[src/rtl/cpu_pkg.sv]
// Shared definitions for the 16-bit processor front end.
//   fetch_state_e      : fetch FSM state encoding
//   HALT_INSTR         : reserved encoding that stops fetch when FETCH_HALT_EN is defined
//   DEFAULT_RESET_PC   : default program counter after reset
//   wait_cnt_width()   : width of the memory-latency wait counter
package cpu_pkg;

   localparam logic [15:0] HALT_INSTR       = 16'hF0F0;
   localparam logic [15:0] DEFAULT_RESET_PC = 16'h0000;

   typedef enum logic [2:0] {
      StIdle,
      StReq,
      StWait,
      StIssue,
      StHalted
   } fetch_state_e;

   // The counter is loaded with lat-2 and counts down to zero.
   function automatic int unsigned wait_cnt_width(input int unsigned lat);
      return (lat > 2) ? $clog2(lat - 1) : 1;
   endfunction

endpackage

[src/rtl/fetch_unit_if.sv]
// Instruction-memory read bus between the fetch unit and instruction memory.
//   imem_addr : read address driven by the fetch unit
//   imem_data : read data returned by the memory
// Modports: master (fetch unit side), slave (memory side).
interface fetch_unit_if #(
   parameter int unsigned WIDTH      = 16,
   parameter int unsigned ADDR_WIDTH = 16
);

   logic [ADDR_WIDTH-1:0] imem_addr;
   logic [WIDTH-1:0]      imem_data;

   modport master (
      output imem_addr,
      input  imem_data
   );

   modport slave (
      input  imem_addr,
      output imem_data
   );

endinterface

[src/rtl/fetch_unit_reg.sv]
// Generic enabled register with synchronous active-high reset.
//   clk_i   : clock, rising edge
//   reset_i : synchronous reset, loads RESET_VAL
//   en_i    : capture enable
//   d_i     : data in
//   q_o     : registered data out
module fetch_unit_reg #(
   parameter int unsigned      WIDTH     = 16,
   parameter logic [WIDTH-1:0] RESET_VAL = '0
) (
   input  logic             clk_i,
   input  logic             reset_i,
   input  logic             en_i,
   input  logic [WIDTH-1:0] d_i,
   output logic [WIDTH-1:0] q_o
);

   logic [WIDTH-1:0] q_q;

   always_ff @(posedge clk_i) begin
      if (reset_i) begin
         q_q <= RESET_VAL;
      end else if (en_i) begin
         q_q <= d_i;
      end
   end

   assign q_o = q_q;

endmodule

[src/rtl/fetch_unit.sv]
// Instruction fetch stage. Owns the PC, presents it on the instruction-memory bus, waits out
// the memory latency and pulses ir_en_o for one cycle per issued instruction.
//   clk_i        : clock, rising edge
//   reset_i      : synchronous active-high reset
//   stall_i      : hold the fetched instruction in ISSUE, do not issue
//   pc_load_i    : redirect the PC to pc_target_i (wins over issue and stall)
//   pc_target_i  : redirect address
//   imem_bus     : instruction-memory read bus (master modport)
//   instr_o      : imem data passed through to the IR
//   ir_en_o      : IR capture enable, one pulse per issued instruction
//   instr_pc_o   : address of the most recently issued instruction
//   halted_o     : fetch stopped on HALT_INSTR
// Optional feature: define FETCH_HALT_EN to stop fetching after HALT_INSTR is issued.
module fetch_unit
   import cpu_pkg::*;
#(
   parameter int unsigned           WIDTH       = 16,
   parameter int unsigned           ADDR_WIDTH  = 16,
   parameter int unsigned           MEM_LATENCY = 1,
   parameter logic [ADDR_WIDTH-1:0] RESET_PC    = ADDR_WIDTH'(DEFAULT_RESET_PC)
) (
   input  logic                  clk_i,
   input  logic                  reset_i,
   input  logic                  stall_i,
   input  logic                  pc_load_i,
   input  logic [ADDR_WIDTH-1:0] pc_target_i,
   fetch_unit_if.master          imem_bus,
   output logic [WIDTH-1:0]      instr_o,
   output logic                  ir_en_o,
   output logic [ADDR_WIDTH-1:0] instr_pc_o,
   output logic                  halted_o
);

   localparam int unsigned     CntW    = wait_cnt_width(MEM_LATENCY);
   localparam logic [CntW-1:0] CntLoad = CntW'((MEM_LATENCY > 1) ? MEM_LATENCY - 2 : 0);

   fetch_state_e          state_q;
   logic [ADDR_WIDTH-1:0] pc_q;
   logic [CntW-1:0]       wait_cnt_q;
   logic                  halted_q;
   logic                  redirect;
   logic                  issue;

   // pc_load is ignored only in IDLE, which lasts exactly one cycle after reset.
   assign redirect = pc_load_i && (state_q != StIdle);
   // Issue needs valid data, no stall, and no redirect taking precedence.
   assign issue    = (state_q == StIssue) && !stall_i && !pc_load_i;

`ifdef FETCH_HALT_EN
   logic is_halt;
   assign is_halt = (imem_bus.imem_data == WIDTH'(HALT_INSTR));
`endif

   always_ff @(posedge clk_i) begin
      if (reset_i) begin
         state_q    <= StIdle;
         pc_q       <= RESET_PC;
         wait_cnt_q <= '0;
         halted_q   <= 1'b0;
      end else if (redirect) begin
         // Any in-flight fetch is dropped; the new address starts a fresh request.
         state_q  <= StReq;
         pc_q     <= pc_target_i;
         halted_q <= 1'b0;
      end else begin
         unique case (state_q)
            StIdle: begin
               state_q <= StReq;
            end
            StReq: begin
               if (MEM_LATENCY > 1) begin
                  state_q    <= StWait;
                  wait_cnt_q <= CntLoad;
               end else begin
                  state_q <= StIssue;
               end
            end
            StWait: begin
               if (wait_cnt_q == '0) begin
                  state_q <= StIssue;
               end else begin
                  wait_cnt_q <= wait_cnt_q - 1'b1;
               end
            end
            StIssue: begin
               // While stalled, pc (and so imem_addr) is held so the data stays valid.
               if (!stall_i) begin
                  pc_q    <= pc_q + 1'b1;
                  state_q <= StReq;
`ifdef FETCH_HALT_EN
                  if (is_halt) begin
                     state_q  <= StHalted;
                     halted_q <= 1'b1;
                  end
`endif
               end
            end
`ifdef FETCH_HALT_EN
            StHalted: begin
               state_q <= StHalted;
            end
`endif
            default: begin
               state_q <= StIdle;
            end
         endcase
      end
   end

   // instr_pc resets to zero independent of RESET_PC.
   fetch_unit_reg #(
      .WIDTH     (ADDR_WIDTH),
      .RESET_VAL ('0)
   ) u_instr_pc_reg (
      .clk_i   (clk_i),
      .reset_i (reset_i),
      .en_i    (issue),
      .d_i     (pc_q),
      .q_o     (instr_pc_o)
   );

   assign imem_bus.imem_addr = pc_q;
   assign instr_o            = imem_bus.imem_data;
   assign ir_en_o            = issue;
   assign halted_o           = halted_q;

endmodule

[src/flat_wrapper.sv]
// flat-port wrapper written by rule: the top's interface ports become plain ports
module fetch_unit_flat import cpu_pkg::*;
#(
   parameter int unsigned           WIDTH       = 16,
   parameter int unsigned           ADDR_WIDTH  = 16,
   parameter int unsigned           MEM_LATENCY = 1,
   parameter logic [ADDR_WIDTH-1:0] RESET_PC    = ADDR_WIDTH'(DEFAULT_RESET_PC)
)
  (clk_i, reset_i, stall_i, pc_load_i, pc_target_i, instr_o, ir_en_o, instr_pc_o, halted_o, imem_bus_imem_addr, imem_bus_imem_data);
  fetch_unit_if #(.WIDTH(WIDTH), .ADDR_WIDTH(ADDR_WIDTH)) imem_bus_i ();
  input  logic clk_i;
  input  logic reset_i;
  input  logic stall_i;
  input  logic pc_load_i;
  input  logic [ADDR_WIDTH-1:0] pc_target_i;
  output logic [WIDTH-1:0] instr_o;
  output logic ir_en_o;
  output logic [ADDR_WIDTH-1:0] instr_pc_o;
  output logic halted_o;
  output wire logic [$bits(imem_bus_i.imem_addr)-1:0] imem_bus_imem_addr;
  input wire logic [$bits(imem_bus_i.imem_data)-1:0] imem_bus_imem_data;
  assign imem_bus_imem_addr = imem_bus_i.imem_addr;
  assign imem_bus_i.imem_data = imem_bus_imem_data;
  fetch_unit #(.WIDTH(WIDTH), .ADDR_WIDTH(ADDR_WIDTH), .MEM_LATENCY(MEM_LATENCY), .RESET_PC(RESET_PC)) u_core (.clk_i(clk_i), .reset_i(reset_i), .stall_i(stall_i), .pc_load_i(pc_load_i), .pc_target_i(pc_target_i), .imem_bus(imem_bus_i), .instr_o(instr_o), .ir_en_o(ir_en_o), .instr_pc_o(instr_pc_o), .halted_o(halted_o));
endmodule
[config.mk]
export PLATFORM = sky130hd
export DESIGN_NAME = fetch_unit_flat
export DESIGN_NICKNAME = d
export VERILOG_FILES = /design/src/rtl/cpu_pkg.sv /design/src/rtl/fetch_unit_if.sv /design/src/rtl/fetch_unit_reg.sv /design/src/rtl/fetch_unit.sv /design/src/flat_wrapper.sv
export SDC_FILE = /design/constraint.sdc
export NUM_CORES = 1
export LEC_CHECK = 0
export CORE_UTILIZATION = 40
export CTS_BUF_LIST = sky130_fd_sc_hd__clkbuf_8 sky130_fd_sc_hd__clkbuf_16
export DETAILED_ROUTE_END_ITERATION = 16
export GPL_ROUTABILITY_DRIVEN = 1
export PLACE_DENSITY = 0.84
export REMOVE_ABC_BUFFERS = 1
export SETUP_SLACK_MARGIN = 0.02
export SYNTH_ARGS = -nofsm -noshare
export SYNTH_HDL_FRONTEND = slang
export SYNTH_HIERARCHICAL = 1
export SYNTH_SLANG_ARGS = --single-unit
[constraint.sdc]
create_clock -name clk_i -period 5.54 [get_ports clk_i]
set_clock_uncertainty 0.15 [all_clocks]
set_input_delay 1.108 -clock clk_i [delete_from_list [all_inputs] [get_ports clk_i]]
set_output_delay 1.108 -clock clk_i [all_outputs]
set_load 0.03 [all_outputs]
# ---- Yosys cells after proc, flatten, opt, wreduce, memory -nomap -nowiden
# Index checks and enable logic that the tools add are counted.
dict set report totals {
  in_bits 36
  ff_bits 36
  wordCells 37
  out_inout_bits 50
}
dict set report op_classes {
  n_eq_ne 8
  bitwise 1
  mux 8
  n_reduce_logical 13
  addsub 2
}
# cell n
set op_table {}
lappend op_table {{$mux W16} 3}
lappend op_table {{$add A16 B1 Y16 const B} 1}
lappend op_table {{$pmux W3 S4} 1}
lappend op_table {{$reduce_and A2 Y1} 4}
lappend op_table {{$eq A3 B2 Y1 const B} 2}
lappend op_table {{$mux W3} 2}
lappend op_table {{$ne A2 B2 Y1 const B} 2}
lappend op_table {{$eq A3 B1 Y1 const B} 1}
lappend op_table {{$logic_and A1 B1 Y1} 3}
lappend op_table {{$logic_not A3 Y1} 1}
lappend op_table {{$ne A3 B2 Y1 const B} 1}
lappend op_table {{$ne A3 B3 Y1 const B} 1}
lappend op_table {{$reduce_bool A3 Y1} 1}
lappend op_table {{$logic_not A1 Y1} 2}
lappend op_table {{$mux W1} 2}
lappend op_table {{$ne A2 B1 Y1 const B} 1}
lappend op_table {{$reduce_bool A2 Y1} 1}
lappend op_table {{$reduce_or A2 Y1} 1}
lappend op_table {{$not A1 Y1} 1}
lappend op_table {{$sub A1 B1 Y1 const B} 1}

# ---- Logic depth before layout (Yosys ltp)
# Gate-level depths: netlist of run 1.
dict set report depth {
  word_depth 4
  ltp_mapped 8
  mapped_depth_nobuf 5
}

# ---- Modules after synthesis
# Netlist of run 1, hierarchy kept.
# mod instances seq_area_each_um2 area_each_um2 cells_each
set modules_own_cells {}
lappend modules_own_cells {fetch_unit 1 360.3 1098.6 134}
lappend modules_own_cells {fetch_unit_reg 1 320.3 580.6 52}

# ---- Worst setup path before layout of run 1
# Ideal clock, no wire load.
dict set report synth_timing {
  path_type {input port to output port}
  start {input port stall_i}
  end {output port ir_en_o}
  n_path_buf 1
  path_stages 3
  path_slack_ps 2311
  t_required_ps 4282
  arrival_time_ps 1971
  cell_sequence {nor2b_1 -> clkbuf_1 -> nor2b_1}
}
dict set report synth_via {
  elab_chain_cells 3
}
# element line_no
set synth_lines {}
lappend synth_lines {{start: declaration} flat_wrapper.sv:13} ;# input logic stall_i;
lappend synth_lines {{$logic_not A1 Y1} fetch_unit.sv:47} ;# assign issue = (state_q == StIssue) && !stall_i && !pc_load_i;
lappend synth_lines {{$logic_and A1 B1 Y1 (2 in series)} fetch_unit.sv:47}
lappend synth_lines {{end: declaration} flat_wrapper.sv:17} ;# output logic ir_en_o;
# Every way passes these cells.

# ---- Worst setup path after layout of run 1
# Ends and elaborated chain as after synthesis.

==> qor.yml, run 1 <==
outcome:
  outcome: "complete, no violations"
synth:
  ys.flop_type: "dfxtp_1"
  synth_top_cell_by_area: "dfxtp_1"
  synthTopCellsByArea: "dfxtp_1, mux2i_1, buf_4, nor2_1, a211oi_1"
  synth.avg_cell_area_um2: 9.027
  synth_top_area_share_pct: 40.54
  yosys_warnings: 6
  synth_compound_area_share_pct: 9.016
  synth_cell_type_count: 32
  yosys.area_share.simple_pct: 18.33
  synth-edff-count: 0
  synth_top_family_by_area: "simple AND/OR/NAND/NOR gates"
  synth_xor_area_share_pct: 6.259
  synth.mux.area_fraction_pct: 10.73
  synth_fa_ha_area_share_pct: 2.235
  synthesis.area_mm2: 0.001679
  synth-seq-cells: 34
  ys_seq_area_share_pct: 40.54
  synthCells: 186
  ys_async_sr_fraction_pct: 0
timing:
  setup_violations: 0
  hold_ws_ns: 0.3454
  slew_violations: 0
  fmax_mhz: 240.6
  tightest_slew_ns: 1.142
  hold_viol: 0
  layout_min_cycle_time_ns: 4.156
  max_slew_margin_pct: 23.87
  final.period_utilization_pct: 75.02
  fin_setup_tns_ns: 0
  rsz0062_at_grt: "false"
detailed_routing:
  wl_mm: 3.776
  post_drt_wl_per_cell_um: 14.04
  dr_wl_met2_mm: 1.622
  final_antenna_net_count: 0
  drt_pass1_iterations: 4
  viasPerCell: 5.074
  top_layer: "met4"
  vias: 1365
  drt-initial-drc-count: 65
  drc: 0
  wl_met3_um: 346
  wl_met1_mm: 1.718
global_routing:
  grt_pass1_vias: 1305
  grt_max_degree: 35
  grt_usage_pct: 18.79
  gr-total-overflow: 0
  grt_pass1_wl_mm: 5.968
  antenna_found_initial: 0
clock_network:
  cts_tree: "yes"
  htreeDepth: 2
  clock-sinks: 34
  cts_root_buffer: "clkbuf_8"
  clk_path_buf_depth: 2
  path_clk_slew_ns: 0.07
  cts-hold-fix-buffers: 0
  cts_buffers: 5
  cts_resized: 0
  post_cts_buffers: 0
  clk_latency_ns: 0.30
layout:
  final_cell_mix: "clkdlybuf4s50_1, nor2_1, dfxtp_1"
  diodes: 0
  area_growth_syn_to_layout_pct: 30.92
  fillers: 388
  final_area_mm2: 0.002198
  nNetsFinal: 258
  final_core_util_pct: 54.57
  drive_gt1_share_pct: 5.479
  final_common_cell: "clkdlybuf4s50_1"
critical_path:
  reg2reg_from: "u_core/state_q[1]"
  cp.required_ns: 4.28
  crit_type: "in2out"
  cp.arrival_ns: 2.90
  cp_max_fo: 6
  worstSetupEndpointType: "output pin"
  r2r_slack_ns: 3.15
  rr_worst_depth: 5
  start_kind: "input pin"
  reg2reg_to: "u_core/imem_bus.imem_addr[14]"
pwr:
  peakVddDrop_mv: 0.2037
  power.total_w: 0.0006001
  p_per_area_mw_per_mm2: 273.0
  p_leak_nw: 0.7416
place:
  place.gp.congestion: 0.7309
  io_buffers: 52
  place_area_mm2: 0.002086
  hpwl_mm: 2.556
floorplanning:
  dieArea_mm2: 0.004461
  core-area_mm2: 0.004029
  rows: 23
  die_y_um: 66.79
  num_io_pins: 86
  initial_utilization_pct: 41.68
  die_width_um: 66.79
hold_path:
  hold_end: "u_core/u_instr_pc_reg/q_o[10]"
  holdPathStages: 2
  hold_path_class: "reg2reg"
  worstHoldStart: "u_core/u_instr_pc_reg/q_o[10]"
flow_run:
  drv_cap: 0
cells in the mapped netlist, drive strengths merged, types with 2 or more instances:
master and count:
a211oi 13, a311oi 3, buf 22, clkbuf 6, dfxtp 34, ha 3, inv 5, mux2i 18
nand2 6, nand3 3, nand4 4, nor2 34, nor2b 3, nor3 5, nor4 4, or3 2
xnor2 9, xor2 3
area by class of cell:
cell class | count | area, um^2 | area share, %
clock buffer | 6 | 82.58 | 3.756
sequential | 34 | 680.7 | 30.96
timing repair buffer | 54 | 535.5 | 24.36
tap | 50 | 62.56 | 2.846
multi-input combinational | 119 | 788.3 | 35.86
clock inverter | 1 | 30.03 | 1.366
inverter | 5 | 18.77 | 0.8537
flip-flops by register name, summed over array words and instances, names as in the netlist:
register and flops:
u_core/imem_bus.imem_addr 16, u_core/u_instr_pc_reg/q_o 16, u_core/state_q 2
worst max path at each step:
stage                       start      end  slack [ns]  depth (start not counted)
after CTS                 stall_i  ir_en_o        1.38                          4
after floorplan           stall_i  ir_en_o        1.37                          2
after global routing      stall_i  ir_en_o        1.28                          4
final                     stall_i  ir_en_o        1.38                          4
after detailed placement  stall_i  ir_en_o        1.38                          4
after global placement    stall_i  ir_en_o        1.42                          4
where the power goes:
| part | total, W | switching [W] | internal (W) |
|---|---|---|---|
| combinational | 0.0000944 | 0.0000486 | 0.0000458 |
| clock | 0.000233 | 0.0000891 | 0.000144 |
| sequential | 0.000273 | 0.0000164 | 0.000256 |
critical path, stage by stage:
cell and delay, ns:
clkdlybuf4s50_1 0.43, nor2b_1 0.36, nor2b_2 0.29, clkdlybuf4s50_1 0.70
logic make-up after synthesis:
kind of cell    Yosys count
simple gates             65
flops                    34
buf+inv                  33
compound gates           20
mux                      18
xor+xnor                 12
fa+ha+maj                 3
other cells               1
through the flow:
stage / setup slack, ns / std cells
6_report: 1.384 / 269
5_1_grt: 1.275 / 269
4_1_cts: 1.382 / 269
3_5_place_dp: 1.384 / 262
3_3_place_gp: 1.415 / 262
2_1_floorplan: 1.375 / 158
layer usage:
metal	global-route usage, %	vias up
met4	12.23	0
met3	9.589	8
met1	22.00	606
met5	4.167	-
li1	-	686
met2	26.14	65
No activity file was read; power rests on OpenSTA's default activity.
==> run 2: changes to the inputs <==
CORE_UTILIZATION = 36   (was 40)
PLACE_DENSITY = 0.8   (was 0.84)
clock period = 3.65 ns   (was 5.54 ns; I/O delays follow)
==> run 2 against run 1 <==
Clock power is 84% higher; combinational power is 51% higher; setup slack lost 0.64 ns; count of clock-buffer cells in the layout did not move; sequential share of layout area down 0.42 points; die area rose by 11%; via count is 0.29% lower; register-to-register slack got worse by 1.8 ns; power up 64%; flip-flop and latch count unchanged; global-route usage decreased by 2.5 points; critical path type unchanged; critical endpoint unchanged.
==> qor.yml, run 2 (synthesis results as in run 1) <==
timing:
  setup_violations: 0  # unchanged
  slew_violations: 0  # unchanged
  fmax_mhz: 343.9
  fin_setup_tns_ns: 0  # unchanged
  tightest_slew_ns: 1.049  # was 1.142 ns
  layout_min_cycle_time_ns: 2.907
  final.period_utilization_pct: 79.66
  finalWorstSetupSlack_ns: 0.7425  # was 1.384 ns
  rsz0062_at_grt: "false"  # unchanged
  max_slew_margin_pct: 30.05  # was 23.87%
  hold_viol: 0  # unchanged
floorplanning:
  dieArea_mm2: 0.004941  # was 0.004461 mm^2
  initial_utilization_pct: 38.04  # was 41.68%
  die_y_um: 70.30  # was 66.79 um
  rows: 24  # was 23
  die_width_um: 70.30  # was 66.79 um
  core-area_mm2: 0.004414  # was 0.004029 mm^2
  num_io_pins: 86  # unchanged
critical_path:
  worstSetupEndpointType: "output pin"  # unchanged
  start_kind: "input pin"  # unchanged
  reg2reg_to: "u_core/imem_bus.imem_addr[14]"  # unchanged
  crit_path_start: "stall_i"  # unchanged
  reg2reg_from: "u_core/state_q[1]"  # unchanged
  rr_worst_depth: 5  # unchanged
  crit_end: "ir_en_o"  # unchanged
  cp.arrival_ns: 2.03  # was 2.90 ns
  cp.required_ns: 2.77  # was 4.28 ns
  cp_max_fo: 6  # unchanged
  crit_type: "in2out"  # unchanged
  r2r_slack_ns: 1.35  # was 3.15 ns
place:
  place.gp.congestion: 0.7774  # was 0.7309
  hpwl_mm: 2.692  # was 2.556 mm
  dp_slack_ns: 0.6205  # was 1.384 ns
  dp_cells: 264  # was 262
  io_buffers: 52  # unchanged
clock_network:
  cts_resized: 0  # unchanged
  cts_buffers: 5  # unchanged
  cts-hold-fix-buffers: 0  # unchanged
  htreeDepth: 2  # unchanged
  clk_path_buf_depth: 2  # unchanged
  post_cts_buffers: 0  # unchanged
  cts_tree: "yes"  # unchanged
  clock-sinks: 34  # unchanged
  clk_latency_ns: 0.29  # was 0.30 ns
  cts_root_buffer: "clkbuf_8"  # unchanged
  path_clk_slew_ns: 0.06  # was 0.07 ns
global_routing:
  antenna_found_initial: 0  # unchanged
  grt_max_degree: 35  # unchanged
  gr-total-overflow: 0  # unchanged
  grt_pass1_vias: 1267  # was 1,305
  grt_pass1_wl_mm: 6.127  # was 5.968 mm
  grt_usage_pct: 16.31  # was 18.79%
layout:
  drive_gt1_share_pct: 6.364  # was 5.479%
  nNetsFinal: 258  # unchanged
  diodes: 0  # unchanged
  stdcell_count: 272  # was 269
  final_core_util_pct: 50.48  # was 54.57%
  final_cell_mix: "clkdlybuf4s50_1, nor2_1, dfxtp_1"  # unchanged
  final_common_cell: "clkdlybuf4s50_1"  # unchanged
  fillers: 421  # was 388
  area_growth_syn_to_layout_pct: 32.71  # was 30.92%
detailed_routing:
  viasPerCell: 5.004  # was 5.074
  vias: 1361  # was 1,365
  post_drt_wl_per_cell_um: 13.87  # was 14.04 um
  drt-initial-drc-count: 102  # was 65
  wl_mm: 3.772  # was 3.776 mm
  drt_pass1_iterations: 3  # was 4
  drc: 0  # unchanged
  final_antenna_net_count: 0  # unchanged
pwr:
  peakVddDrop_mv: 0.2906  # was 0.2037 mV
  seq_power_share_pct: 42.0  # was 45.5%
  p_switching_w: 0.0002359  # was 0.0001541 W
  switching_share_pct: 23.93  # was 25.68%
  p_comb_share_pct: 14.5  # was 15.7%
  clockPowerShare_pct: 43.4  # was 38.8%
  power.total_w: 0.0009855  # was 0.0006001 W
  p_leak_nw: 0.7578  # was 0.7416 nW
  p_int_w: 0.0007496  # was 0.0004460 W
  p_per_area_mw_per_mm2: 442.2  # was 273.0 mW/mm^2
flow_run:
  drv_cap: 0  # unchanged
outcome:
  outcome: "complete, no violations"  # unchanged
hold_path:
  hold_path_class: "reg2reg"  # unchanged
[run 2: changes by cell type in the layout (fill, tap and decap cells not counted)]
| cell | before | now |
|---|---|---|
| bufinv_16 | 1 | 2 |
| clkdlybuf4s50_1 | 52 | 51 |
| buf_4 | 2 | 3 |
[run 2: critical path, cell delays in order]
cell,delay [ns]
clkdlybuf4s50_1,0.45
nor2b_1,0.37
nor2b_2,0.29
buf_4,0.19
[run 2: routing by layer]
| metal | global-route usage (%) | share of wire, % | routed length, um | vias up |
|---|---|---|---|---|
| met5 | 3.333 | 0 | 0 | - |
| met4 | 6.889 | 1.7 | 65 | 0 |
| met3 | 10.25 | 11 | 428 | 5 |
| met2 | 22.22 | 41 | 1561 | 64 |
| met1 | 19.88 | 46 | 1717 | 604 |
| li1 | - | - | - | 688 |
[run 2: area by class of cell]
type,count,area (um^2),area share (%)
clock buffer,6,82.58,3.706
clock inverter,2,60.06,2.695
inverter,5,18.77,0.8422
multi-input combinational,119,788.3,35.37
sequential,34,680.7,30.54
tap,52,65.06,2.920
timing repair buffer,54,533.0,23.92
[run 2: power groups by stage]
| stage | clock network, W | logic, W | registers [W] |
|---|---|---|---|
| CTS | 0.000444 | 0.000145 | 0.000414 |
| detailed placement | 0 | 0.000144 | 0.000423 |
| finish | 0.000428 | 0.000143 | 0.000414 |
| floorplan | 0 | 0.0000458 | 0.000449 |
| global route | 0.000462 | 0.000154 | 0.000419 |
| global placement | 0 | 0.000142 | 0.000422 |
[run 2: worst min path at each step]
stage | start | endpoint | cells after the start
3_3_place_gp | u_core/state_q[0] | u_core/state_q[0] | 2
5_1_grt | u_core/u_instr_pc_reg/q_o[13] | u_core/u_instr_pc_reg/q_o[13] | 2
6_report | u_core/state_q[0] | u_core/state_q[0] | 2
2_1_floorplan | u_core/state_q[0] | u_core/state_q[0] | 2
3_5_place_dp | u_core/u_instr_pc_reg/q_o[13] | u_core/u_instr_pc_reg/q_o[13] | 2
4_1_cts | u_core/state_q[0] | u_core/state_q[0] | 2
[run 2: metrics by stage]
stage / cell area (um^2) / hold slack [ns]
2_1_floorplan: 1485 / 0.2997
3_3_place_gp: 2086 / 0.3221
3_5_place_dp: 2086 / 0.3307
4_1_cts: 2228 / 0.3465
5_1_grt: 2228 / 0.3718
6_report: 2228 / 0.3425
